$ cat src/rtl/lbm_pkg.sv
// ----------------------------------------------------------------------------
// lbm_pkg
// Shared definitions for the LBM timestep sequencer: lattice geometry,
// counter widths, the externally visible phase code and the internal FSM
// state encoding, plus small helpers that map states onto outputs.
// ----------------------------------------------------------------------------
package lbm_pkg;

    localparam int LBM_NX           = 16;
    localparam int LBM_NY           = 16;
    localparam int LBM_GRID_DIM     = LBM_NX * LBM_NY;
    localparam int LBM_STEP_WIDTH   = 16;
    localparam int LBM_MAX_INFLIGHT = 8;

    // Phase code reported on the phase output.
    typedef enum logic [1:0] {
        PH_IDLE    = 2'd0,
        PH_MACRO   = 2'd1,
        PH_COLLIDE = 2'd2,
        PH_DONE    = 2'd3
    } phase_t;

    // Sequencer states; SWAP is a single-cycle bank/step update.
    typedef enum logic [2:0] {
        ST_IDLE        = 3'd0,
        ST_MACRO_ISSUE = 3'd1,
        ST_MACRO_DRAIN = 3'd2,
        ST_COLL_ISSUE  = 3'd3,
        ST_COLL_DRAIN  = 3'd4,
        ST_SWAP        = 3'd5,
        ST_DONE        = 3'd6
    } state_t;

    // Phase reported while the FSM sits in a given state.
    function automatic phase_t phase_of(input state_t s);
        phase_t p;
        case (s)
            ST_MACRO_ISSUE, ST_MACRO_DRAIN:         p = PH_MACRO;
            ST_COLL_ISSUE, ST_COLL_DRAIN, ST_SWAP:  p = PH_COLLIDE;
            ST_DONE:                                p = PH_DONE;
            default:                                p = PH_IDLE;
        endcase
        return p;
    endfunction

    // True for the two states that hand cells to the datapath.
    function automatic logic is_issue_state(input state_t s);
        logic r;
        case (s)
            ST_MACRO_ISSUE, ST_COLL_ISSUE: r = 1'b1;
            default:                       r = 1'b0;
        endcase
        return r;
    endfunction

endpackage

$ cat src/rtl/lbm_xy_counter.sv
// ----------------------------------------------------------------------------
// lbm_xy_counter
// Raster-order cell counter for one lattice sweep. x advances on every
// enable, wrapping NX-1 -> 0 and bumping y. Because NX and NY are powers of
// two the linear address is simply {y, x}, and the whole lattice wraps back
// to cell 0 after the last cell.
// Ports:
//   i_clk     clock, rising edge
//   i_rst     synchronous active-high reset
//   i_clear   return to cell 0 (wins over i_enable)
//   i_enable  advance to the next cell
//   o_x/o_y   current column/row
//   o_addr    current linear address y*NX + x
//   o_last    current cell is the final cell of the sweep
// ----------------------------------------------------------------------------
module lbm_xy_counter #(
    parameter int NX = 16,
    parameter int NY = 16,
    parameter int XW = $clog2(NX),
    parameter int YW = $clog2(NY)
) (
    input  logic              i_clk,
    input  logic              i_rst,
    input  logic              i_clear,
    input  logic              i_enable,
    output logic [XW-1:0]     o_x,
    output logic [YW-1:0]     o_y,
    output logic [XW+YW-1:0]  o_addr,
    output logic              o_last
);

    localparam logic [XW-1:0] X_LAST = XW'(NX - 1);
    localparam logic [YW-1:0] Y_LAST = YW'(NY - 1);
    localparam logic [XW-1:0] X_ONE  = XW'(1);
    localparam logic [YW-1:0] Y_ONE  = YW'(1);

    logic [XW-1:0] r_x;
    logic [YW-1:0] r_y;

    // Raster position register: clear to origin, else step x with row carry.
    always_ff @(posedge i_clk) begin
        if (i_rst || i_clear) begin
            r_x <= '0;
            r_y <= '0;
        end else if (i_enable) begin
            if (r_x == X_LAST) begin
                r_x <= '0;
                r_y <= r_y + Y_ONE;
            end else begin
                r_x <= r_x + X_ONE;
            end
        end
    end

    assign o_x    = r_x;
    assign o_y    = r_y;
    assign o_addr = {r_y, r_x};
    assign o_last = (r_x == X_LAST) && (r_y == Y_LAST);

endmodule

$ cat src/rtl/lbm_step_sequencer.sv
// ----------------------------------------------------------------------------
// lbm_step_sequencer
// Timestep controller for the LBM core. After start it runs num_steps
// timesteps; each is a MACRO sweep followed by a COLLIDE sweep over every
// lattice cell. Cells are handed out one per valid/ready handshake, returns
// are counted to bound the in-flight window, each sweep drains completely
// before the next begins, and the ping-pong fin bank flips at end of step.
// Ports:
//   CLOCK_50      clock, rising edge
//   RESET         synchronous active-high reset (aborts a run)
//   start         begin a run (sampled in IDLE only)
//   num_steps     timesteps to run, latched on accepted start
//   issue_valid   issue_addr/x/y hold a cell for the datapath
//   issue_ready   datapath accepts the offered cell
//   issue_addr    linear cell address, issue_y*NX + issue_x
//   issue_x/y     cell column/row
//   phase         0 idle, 1 macro, 2 collide, 3 done
//   src_bank      fin bank read this step
//   dst_bank      fin bank written this step
//   ret_valid     datapath retires one cell
//   busy          run in progress
//   done          one-cycle end-of-run pulse
//   step_count    completed timesteps in this run
//   err           sticky: a retire arrived with nothing in flight
// ----------------------------------------------------------------------------
module lbm_step_sequencer
    import lbm_pkg::*;
#(
    parameter int NX            = LBM_NX,
    parameter int NY            = LBM_NY,
    parameter int GRID_DIM      = NX * NY,
    parameter int ADDRESS_WIDTH = $clog2(GRID_DIM),
    parameter int STEP_WIDTH    = LBM_STEP_WIDTH,
    parameter int MAX_INFLIGHT  = LBM_MAX_INFLIGHT
) (
    input  logic                     CLOCK_50,
    input  logic                     RESET,
    input  logic                     start,
    input  logic [STEP_WIDTH-1:0]    num_steps,
    output logic                     issue_valid,
    input  logic                     issue_ready,
    output logic [ADDRESS_WIDTH-1:0] issue_addr,
    output logic [$clog2(NX)-1:0]    issue_x,
    output logic [$clog2(NY)-1:0]    issue_y,
    output logic [1:0]               phase,
    output logic                     src_bank,
    output logic                     dst_bank,
    input  logic                     ret_valid,
    output logic                     busy,
    output logic                     done,
    output logic [STEP_WIDTH-1:0]    step_count,
    output logic                     err
);

    localparam int IFW = $clog2(MAX_INFLIGHT + 1);
    localparam logic [IFW-1:0]        IF_MAX   = IFW'(MAX_INFLIGHT);
    localparam logic [IFW-1:0]        IF_ONE   = IFW'(1);
    localparam logic [STEP_WIDTH-1:0] STEP_ONE = STEP_WIDTH'(1);

    state_t                r_state;
    state_t                w_next_state;
    logic [IFW-1:0]        r_inflight;
    logic [IFW-1:0]        w_inflight_next;
    logic                  r_issue_valid;
    phase_t                r_phase;
    logic                  r_src_bank;
    logic                  r_busy;
    logic                  r_done;
    logic                  r_err;
    logic [STEP_WIDTH-1:0] r_num_steps;
    logic [STEP_WIDTH-1:0] r_step_count;
    logic [STEP_WIDTH-1:0] w_step_next;
    logic                  w_hs;
    logic                  w_underflow;
    logic                  w_last;
    logic                  w_clear;
    logic                  w_drained;

    assign w_hs        = r_issue_valid && issue_ready;
    // A retire that coincides with an issue nets to zero, so only a lone
    // retire at an empty window is an underflow.
    assign w_underflow = ret_valid && !w_hs && (r_inflight == '0);
    assign w_drained   = (r_inflight == '0) && !ret_valid;
    assign w_step_next = r_step_count + STEP_ONE;
    // Restart the raster whenever an issue phase is entered from elsewhere.
    assign w_clear     = is_issue_state(w_next_state) && (w_next_state != r_state);

    lbm_xy_counter #(
        .NX (NX),
        .NY (NY)
    ) u_xy (
        .i_clk    (CLOCK_50),
        .i_rst    (RESET),
        .i_clear  (w_clear),
        .i_enable (w_hs),
        .o_x      (issue_x),
        .o_y      (issue_y),
        .o_addr   (issue_addr),
        .o_last   (w_last)
    );

    // In-flight window update: +1 per issue, -1 per retire, saturating at 0.
    always_comb begin
        w_inflight_next = r_inflight;
        if (w_hs && !ret_valid) begin
            w_inflight_next = r_inflight + IF_ONE;
        end else if (!w_hs && ret_valid && (r_inflight != '0)) begin
            w_inflight_next = r_inflight - IF_ONE;
        end else begin
            w_inflight_next = r_inflight;
        end
    end

    // Next-state selection for the sweep sequencer.
    always_comb begin
        w_next_state = r_state;
        case (r_state)
            ST_IDLE: begin
                if (start) begin
                    w_next_state = (num_steps == '0) ? ST_DONE : ST_MACRO_ISSUE;
                end else begin
                    w_next_state = ST_IDLE;
                end
            end
            ST_MACRO_ISSUE: begin
                if (w_hs && w_last) begin
                    w_next_state = ST_MACRO_DRAIN;
                end else begin
                    w_next_state = ST_MACRO_ISSUE;
                end
            end
            ST_MACRO_DRAIN: begin
                if (w_drained) begin
                    w_next_state = ST_COLL_ISSUE;
                end else begin
                    w_next_state = ST_MACRO_DRAIN;
                end
            end
            ST_COLL_ISSUE: begin
                if (w_hs && w_last) begin
                    w_next_state = ST_COLL_DRAIN;
                end else begin
                    w_next_state = ST_COLL_ISSUE;
                end
            end
            ST_COLL_DRAIN: begin
                if (w_drained) begin
                    w_next_state = ST_SWAP;
                end else begin
                    w_next_state = ST_COLL_DRAIN;
                end
            end
            ST_SWAP: begin
                if (w_step_next == r_num_steps) begin
                    w_next_state = ST_DONE;
                end else begin
                    w_next_state = ST_MACRO_ISSUE;
                end
            end
            ST_DONE: begin
                w_next_state = ST_IDLE;
            end
            default: begin
                w_next_state = ST_IDLE;
            end
        endcase
    end

    // FSM state, window counter, run bookkeeping and all registered outputs.
    always_ff @(posedge CLOCK_50) begin
        if (RESET) begin
            r_state       <= ST_IDLE;
            r_inflight    <= '0;
            r_issue_valid <= 1'b0;
            r_phase       <= PH_IDLE;
            r_src_bank    <= 1'b0;
            r_busy        <= 1'b0;
            r_done        <= 1'b0;
            r_err         <= 1'b0;
            r_num_steps   <= '0;
            r_step_count  <= '0;
        end else begin
            r_state       <= w_next_state;
            r_inflight    <= w_inflight_next;
            // Offer a cell only while the window has room after this cycle.
            r_issue_valid <= is_issue_state(w_next_state) && (w_inflight_next < IF_MAX);
            r_phase       <= phase_of(w_next_state);
            r_busy        <= (w_next_state != ST_IDLE) && (w_next_state != ST_DONE);
            r_done        <= (w_next_state == ST_DONE);
            if (w_underflow) begin
                r_err <= 1'b1;
            end
            if ((r_state == ST_IDLE) && start) begin
                r_num_steps  <= num_steps;
                r_step_count <= '0;
            end else if (r_state == ST_SWAP) begin
                r_step_count <= w_step_next;
                r_src_bank   <= ~r_src_bank;
            end
        end
    end

    assign issue_valid = r_issue_valid;
    assign phase       = r_phase;
    assign src_bank    = r_src_bank;
    assign dst_bank    = ~r_src_bank;
    assign busy        = r_busy;
    assign done        = r_done;
    assign step_count  = r_step_count;
    assign err         = r_err;

endmodule

$ cat config.mk
export PLATFORM = sky130hd
export DESIGN_NAME = lbm_step_sequencer
export DESIGN_NICKNAME = d
export VERILOG_FILES = /design/src/rtl/lbm_pkg.sv /design/src/rtl/lbm_xy_counter.sv /design/src/rtl/lbm_step_sequencer.sv
export SDC_FILE = /design/constraint.sdc
export NUM_CORES = 1
export LEC_CHECK = 0
export ABC_CLOCK_PERIOD_IN_PS = 3400
export CORE_AREA = 2 2 91 71
export DETAILED_ROUTE_END_ITERATION = 8
export DIE_AREA = 0 0 93 73
export HOLD_SLACK_MARGIN = 0.12
export PLACE_DENSITY = 0.81
export SLEW_MARGIN = 20
export SYNTH_ARGS = -nofsm -noshare
export SYNTH_HDL_FRONTEND = slang
export SYNTH_HIERARCHICAL = 1
export SYNTH_SLANG_ARGS = --single-unit
$ cat constraint.sdc
create_clock -name CLOCK_50 -period 3.4 [get_ports CLOCK_50]
set_input_delay 0.68 -clock CLOCK_50 [delete_from_list [all_inputs] [get_ports CLOCK_50]]
set_output_delay 0.68 -clock CLOCK_50 [all_outputs]
set_load 0.05 [all_outputs]
Yosys cells after proc, flatten, opt, wreduce, memory -nomap -nowiden:

Index checks and enable logic that the tools add are counted.

* register bits: 54
* latch bits: 0
* RAM bits: 0
* memory bits (read-only): 0
* bits of input ports: 21
* output and inout port bits: 40
* word-level logic and storage cells: 76
* memories: 0

* $add $sub $neg: 5
* multiply operators: 0
* divide/modulo/power cells: 0
* $lt $le $gt $ge: 1
* equality and inequality tests: 16
* shift operators: 0
* muxes and demuxes: 14
* bitwise operators: 2
* reduce and logical (&&, ||, !) cells: 26

Operator list (number)
* $pmux W3 S6: 1
* $add A16 B1 Y16 const B: 1
* $eq A16 B16 Y1: 1
* $logic_not A16 Y1: 1
* $eq A3 B3 Y1 const B: 5
* $add A4 B1 Y4 const B: 3
* $eq A3 B2 Y1 const B: 4
* $logic_and A1 B1 Y1: 12
* $mux W3: 4
* $mux W4: 3
* $eq A4 B4 Y1 const B: 2
* $eq A3 B1 Y1 const B: 2
* $pmux W2 S3: 1
* $reduce_or A2 Y1: 3
* $logic_not A4 Y1: 1
* $lt A4 B4 Y1 const B: 1
* $mux W1: 4
* $reduce_and A2 Y1: 2
* $reduce_bool A4 Y1: 1
* $sub A4 B1 Y4 const B: 1
* $logic_not A3 Y1: 1
* $ne A3 B3 Y1: 1
* $ne A3 B3 Y1 const B: 1
* $reduce_bool A3 Y1: 1
* other kinds (5): 7

Logic depth before layout (Yosys ltp):

* depth in word-level cells: 10
* mapped depth: 14
* mapped depth without buffers: 11

Hierarchy:

Netlist, hierarchy kept.

By module, submodules not included
* lbm_step_sequencer: times used 1, cells each 317, area an instance 2493.6 sq um
* lbm_xy_counter: times used 1, cells each 46, area an instance 414.1 sq um

Worst setup path after synthesis:

Ideal clock, no wire load.

* kind: flip-flop to flip-flop
* start: reg r_step_count[0] (netlist: step_count[0])
* end: reg u_xy.r_x[3] (netlist: u_xy/o_x[3])
* setup time: 0.065 ns
* data arrival time: 3.408 ns
* required time: 3.335 ns
* path slack: -0.073 ns
* cell stages (with the launch flop): 14
* period minus slack after synthesis: 3.473 ns
* cell sequence: dfxtp_1 -> ha_1 -> nand3_1 -> nor4_1 -> nor3b_1 -> a211oi_2 -> nand3_1 -> or4_1 -> buf_2 -> and4_1 -> or2_2 -> clkbuf_1 -> or2b_1 -> nor2_1

* longest elaborated chain between the ends: 9
* elaborated cells on any way between the ends: 11
* classes of those cells: 1 x add/sub; 4 x eq/ne; 3 x mux; 3 x reduce/logical

RTL lines
* start, declared: RTL line lbm_step_sequencer.sv:71 `logic [STEP_WIDTH-1:0] r_step_count;`
* start signal, assigned: RTL line lbm_step_sequencer.sv:197 `r_step_count <= w_step_next;`
* $add A16 B1 Y16 *: RTL line lbm_step_sequencer.sv:84 `assign w_step_next = r_step_count + STEP_ONE;`
* $eq A16 B16 Y1 *: RTL line lbm_step_sequencer.sv:154 `if (w_step_next == r_num_steps) begin`
* $mux W3 *: RTL line lbm_step_sequencer.sv:154
* $pmux W3 S6 *: RTL line lbm_step_sequencer.sv:117 `case (r_state)`
* $eq A3 B2 Y1 / $eq A3 B1 Y1 (equally long branches): RTL line lbm_pkg.sv:49 `case (s)`
* $reduce_or A2 Y1: RTL line lbm_pkg.sv:49
* $mux W1: RTL line lbm_pkg.sv:49
* $logic_and A1 B1 Y1 *: RTL line lbm_step_sequencer.sv:86 `assign w_clear = is_issue_state(w_next_state) && (w_next_state != r_state);`
* via w_clear: RTL line lbm_step_sequencer.sv:76 `logic w_clear;`
* $logic_or A1 B1 Y1 *: RTL line lbm_xy_counter.sv:42 `if (i_rst || i_clear) begin`
* end signal, assigned: RTL line lbm_xy_counter.sv:50 `r_x <= r_x + X_ONE;`
* end, declared: RTL line lbm_xy_counter.sv:37 `logic [XW-1:0] r_x;`

Mark *: on every way through the listed nets, which the timed path passes. The rest lies on a longest branch.
A chain may end at the register's enable or synchronous reset.

Final worst setup path:

Ends and elaborated chain as after synthesis.

==> metrics.md <==
| Metric | Value |
|---|---|
| Status | complete, no violations |
| Die Ht | 73 um |
| DP Cell Count | around 480 |
| # diodes | 0 |
| Ys async rst share | 0 |
| Setup TNS | 0 ns |
| Sw Ratio | 0.300 |
| Placer congestion estimate | 0.855 |
| Max-Cap Viols | 0 |
| GRT Util Overall | 0.207 |
| Vias in the first global route | around 2400 |
| Nets | 431 |
| Top delay family on crit path | simple AND/OR/NAND/NOR gates |
| Most frequent cell on the critical path | nand3_1 |
| Synthesized Nets | 389 |
| EDFF count, synth | 0 |
| Worst Path Buf+Inv | 0 |
| Most frequent cells in the layout | clkdlybuf4s50_1, dfxtp_1, nand2_1 |
| Vias | 2651 |
| Power per Cell Area | 403 nW/um^2 |
| Root buf cell | clkbuf_8 |
| Ports | between 60 and 70 |
| Share of total power in combinational logic | 0.205 |
| Ys flop type | dfxtp_1 |
| Fin Hold WS | 0.475 ns |
| Drt drc | 0 |
| Min-Delay Path Class | reg -> reg |
| Met2 GRT Util | 0.318 |
| Net Sw Power | between 400 and 500 uW |
| Routed WL per cell | 14.1 um |
| Critical path class | reg -> reg |
| CTS tree | yes |
| Most used routing layer | met2 |
| Crit path required time | 3.67 ns |
| Crit. End Element | flop |
| Area growth syn-to-layout | 24.5% |
| Power Internal | 1.02 mW |
| FMAX | 308 MHz |
| Drt initial violations | 196 |
| Count of final setup violators | 0 |
| Unrepaired setup endpoints after global routing | no |
| Peak supply drop | 0.259 mV |
| Clock Tree Buf Depth | 2 |
| Min cycle time layout | 3.25 ns |
| Fin crit share | 0.955 |
| Worst setup SP type | flop |
| DRT Wirelength | 6860 um |
| Antenna Nets Post-Route | 0 |
| Crit path largest cell delay | 0.63 ns |
| Mean post-synth cell area | around 8.0 sq um |
| Fin cells | 487 |
| Synth cell types | 46 |
| Worst slew pin tran | 0.635 ns |
| Die Width | 93 um |
| Cells after Synth | 363 |
| Global-route met1 utilization | 0.303 |
| CP Max Fanout | 7 |
| Initial Util | 0.484 |
| Lkg Pwr | 1.27 nW |
| Syn Std Cell Area | 2910 sq um |
| Final Hold Fails | 0 |
| Hold buffer count at cts | 0 |
| Commonest non-fill, non-tap cell in the layout | clkdlybuf4s50_1 |
| Worst-path clk slew | 0.11 ns |
| Yosys warning total | 6 |
| Register area share after synthesis | 0.372 |
| Worst-skew pair later-pin latency | 0.32 ns |
| Clk_skew | 0.0125 ns |
| Clock Power Share | 0.306 |
| Row count | 25 |
| DRT Pass-1 Iters | 4 |
| Global-route wire length before repair | about 11000 um |
| CTS Buf Count | 5 |
| Largest net degree at the start of global routing | 19 |
| Vias per std cell | 5.44 |
| GRT met3 Usage | 0.0331 |
| Core area | 6010 sq um |
| Critical Path, Cell by Cell | ha_1 -> nand3_1 -> nor4_2 -> nor3b_1 -> a211oi_2 -> nand3_1 -> or4_1 -> and4_1 -> or2_2 -> or2b_1 -> nor2_1 |
| Clk sinks | 54 |
| Arrival @ worst endpoint | about 3.5 ns |
| Reg power frac | 0.489 |
| Initial antenna violation count | 0 |
| Max Transition Viols Final | 0 |
| Port Buf Inserts | 60 |
| DP HPWL | around 5200 um |
| Slew margin rel. | 0.577 |
| Max H-tree Level | 2 |
| Grt ovf | 0 |
| #FFs+latches synth | 54 |
| DIE AREA | 6790 sq um |
| Layout cell share with drive strength beyond 1 | 0.0690 |
| Cell at the slowest stage of the critical path | or4_1 |
layer usage:
| metal | up-vias | share of wire |
|---|---|---|
| met5 | - | 0 |
| met4 | 0 | 0.0066 |
| met3 | 7 | 0.063 |
| met2 | 88 | 0.44 |
| met1 | 1232 | 0.49 |
| li1 | 1324 | - |
state kept, by name, summed over array words and instances (netlist names):
name	flops
done	1
src_bank	1
u_xy/o_y	4
busy	1
step_count	16
u_xy/o_x	4
r_state	3
phase	2
r_num_steps	16
issue_valid	1
err	1
r_inflight	4
power groups by stage:
stage          Clock [mW]  Combinational [mW]  Sequential, mW
3_5_place_dp            0               0.297           0.726
5_1_grt             0.480               0.333           0.717
2_1_floorplan           0               0.176           0.749
4_1_cts             0.456               0.297           0.711
6_report            0.447               0.299           0.713
3_3_place_gp            0               0.286           0.723
logic make-up (layout without fill, tap and decap cells):
kind of cell | count (synthesis) | after routing | synth area share
flip-flops | 54 | 54 | 0.372
adder cells (fa/ha/maj) | 5 | 5 | 0.0215
AO/OA/AOI/OAI | 58 | 58 | 0.120
multiplexers | 4 | 4 | 0.0142
AND/OR/NAND/NOR | 160 | 160 | 0.277
buffers and inverters | 38 | 81 | 0.0633
XOR/XNOR | 44 | 44 | 0.133
cell type report:
type | count | area (sq um)
Inverter | 8 | 30.0
Sequential cell | 54 | 1080
Clock buffer | 5 | 68.8
Timing Repair Buffer | 65 | 638
Tap cell | 81 | 101
Multi-Input combinational cell | 271 | 1650
Clock inverter | 3 | 48.8
Fill cell | 555 | 2380
what timing repair did:
item | in CTS | in global routing
endpoints found under the setup margin | 0 | 2
setup buffers | 0 | 0
gates resized for setup | 0 | 2
hold endpoints to repair | 0 | 0
worst min-delay path, cell delays in order, from the launching register on:
cell     delay (ns)
dfxtp_1        0.34
a31oi_1        0.04
nor2_1         0.07
path summary, 6_finish.rpt:
| path | end | slack (ns) | from | cells past startpoint |
|---|---|---|---|---|
| max | u_xy/o_x[3] | 0.15 | step_count[0] | 11 |
| min | err | 0.47 | err | 2 |
| max reg2reg | u_xy/o_x[3] | 0.15 | step_count[0] | 11 |
| min reg2reg | err | 0.47 | err | 2 |
per-stage QoR:
step	setup WS [ns]	area, sq um	utilization	power (mW)
finish	0.154	3620	0.603	1.46
global route	0.0159	3620	0.603	1.53
CTS	0.124	3610	0.602	1.46
detailed placement	0.143	3500	0.582	1.02
global placement	0.279	3500	0.582	1.01
floorplan	0.122	2910	-	0.925
synthesized netlist by cell type, types with 6 or more instances:
| library cell | n | area (sq um) |
|---|---|---|
| a21oi_1 | 31 | 155 |
| buf_2 | 6 | 30.0 |
| buf_4 | 9 | 67.6 |
| clkbuf_1 | 15 | 56.3 |
| dfxtp_1 | 54 | 1080 |
| inv_1 | 8 | 30.0 |
| nand2_1 | 50 | 188 |
| nand3_1 | 16 | 80.1 |
| nand4_1 | 8 | 50.1 |
| nor2_1 | 39 | 146 |
| nor4_1 | 8 | 50.1 |
| o21ai_0 | 8 | 40.0 |
| or3_1 | 6 | 37.5 |
| xnor2_1 | 25 | 219 |
| xor2_1 | 19 | 166 |
No activity file was read; power rests on OpenSTA's default activity.
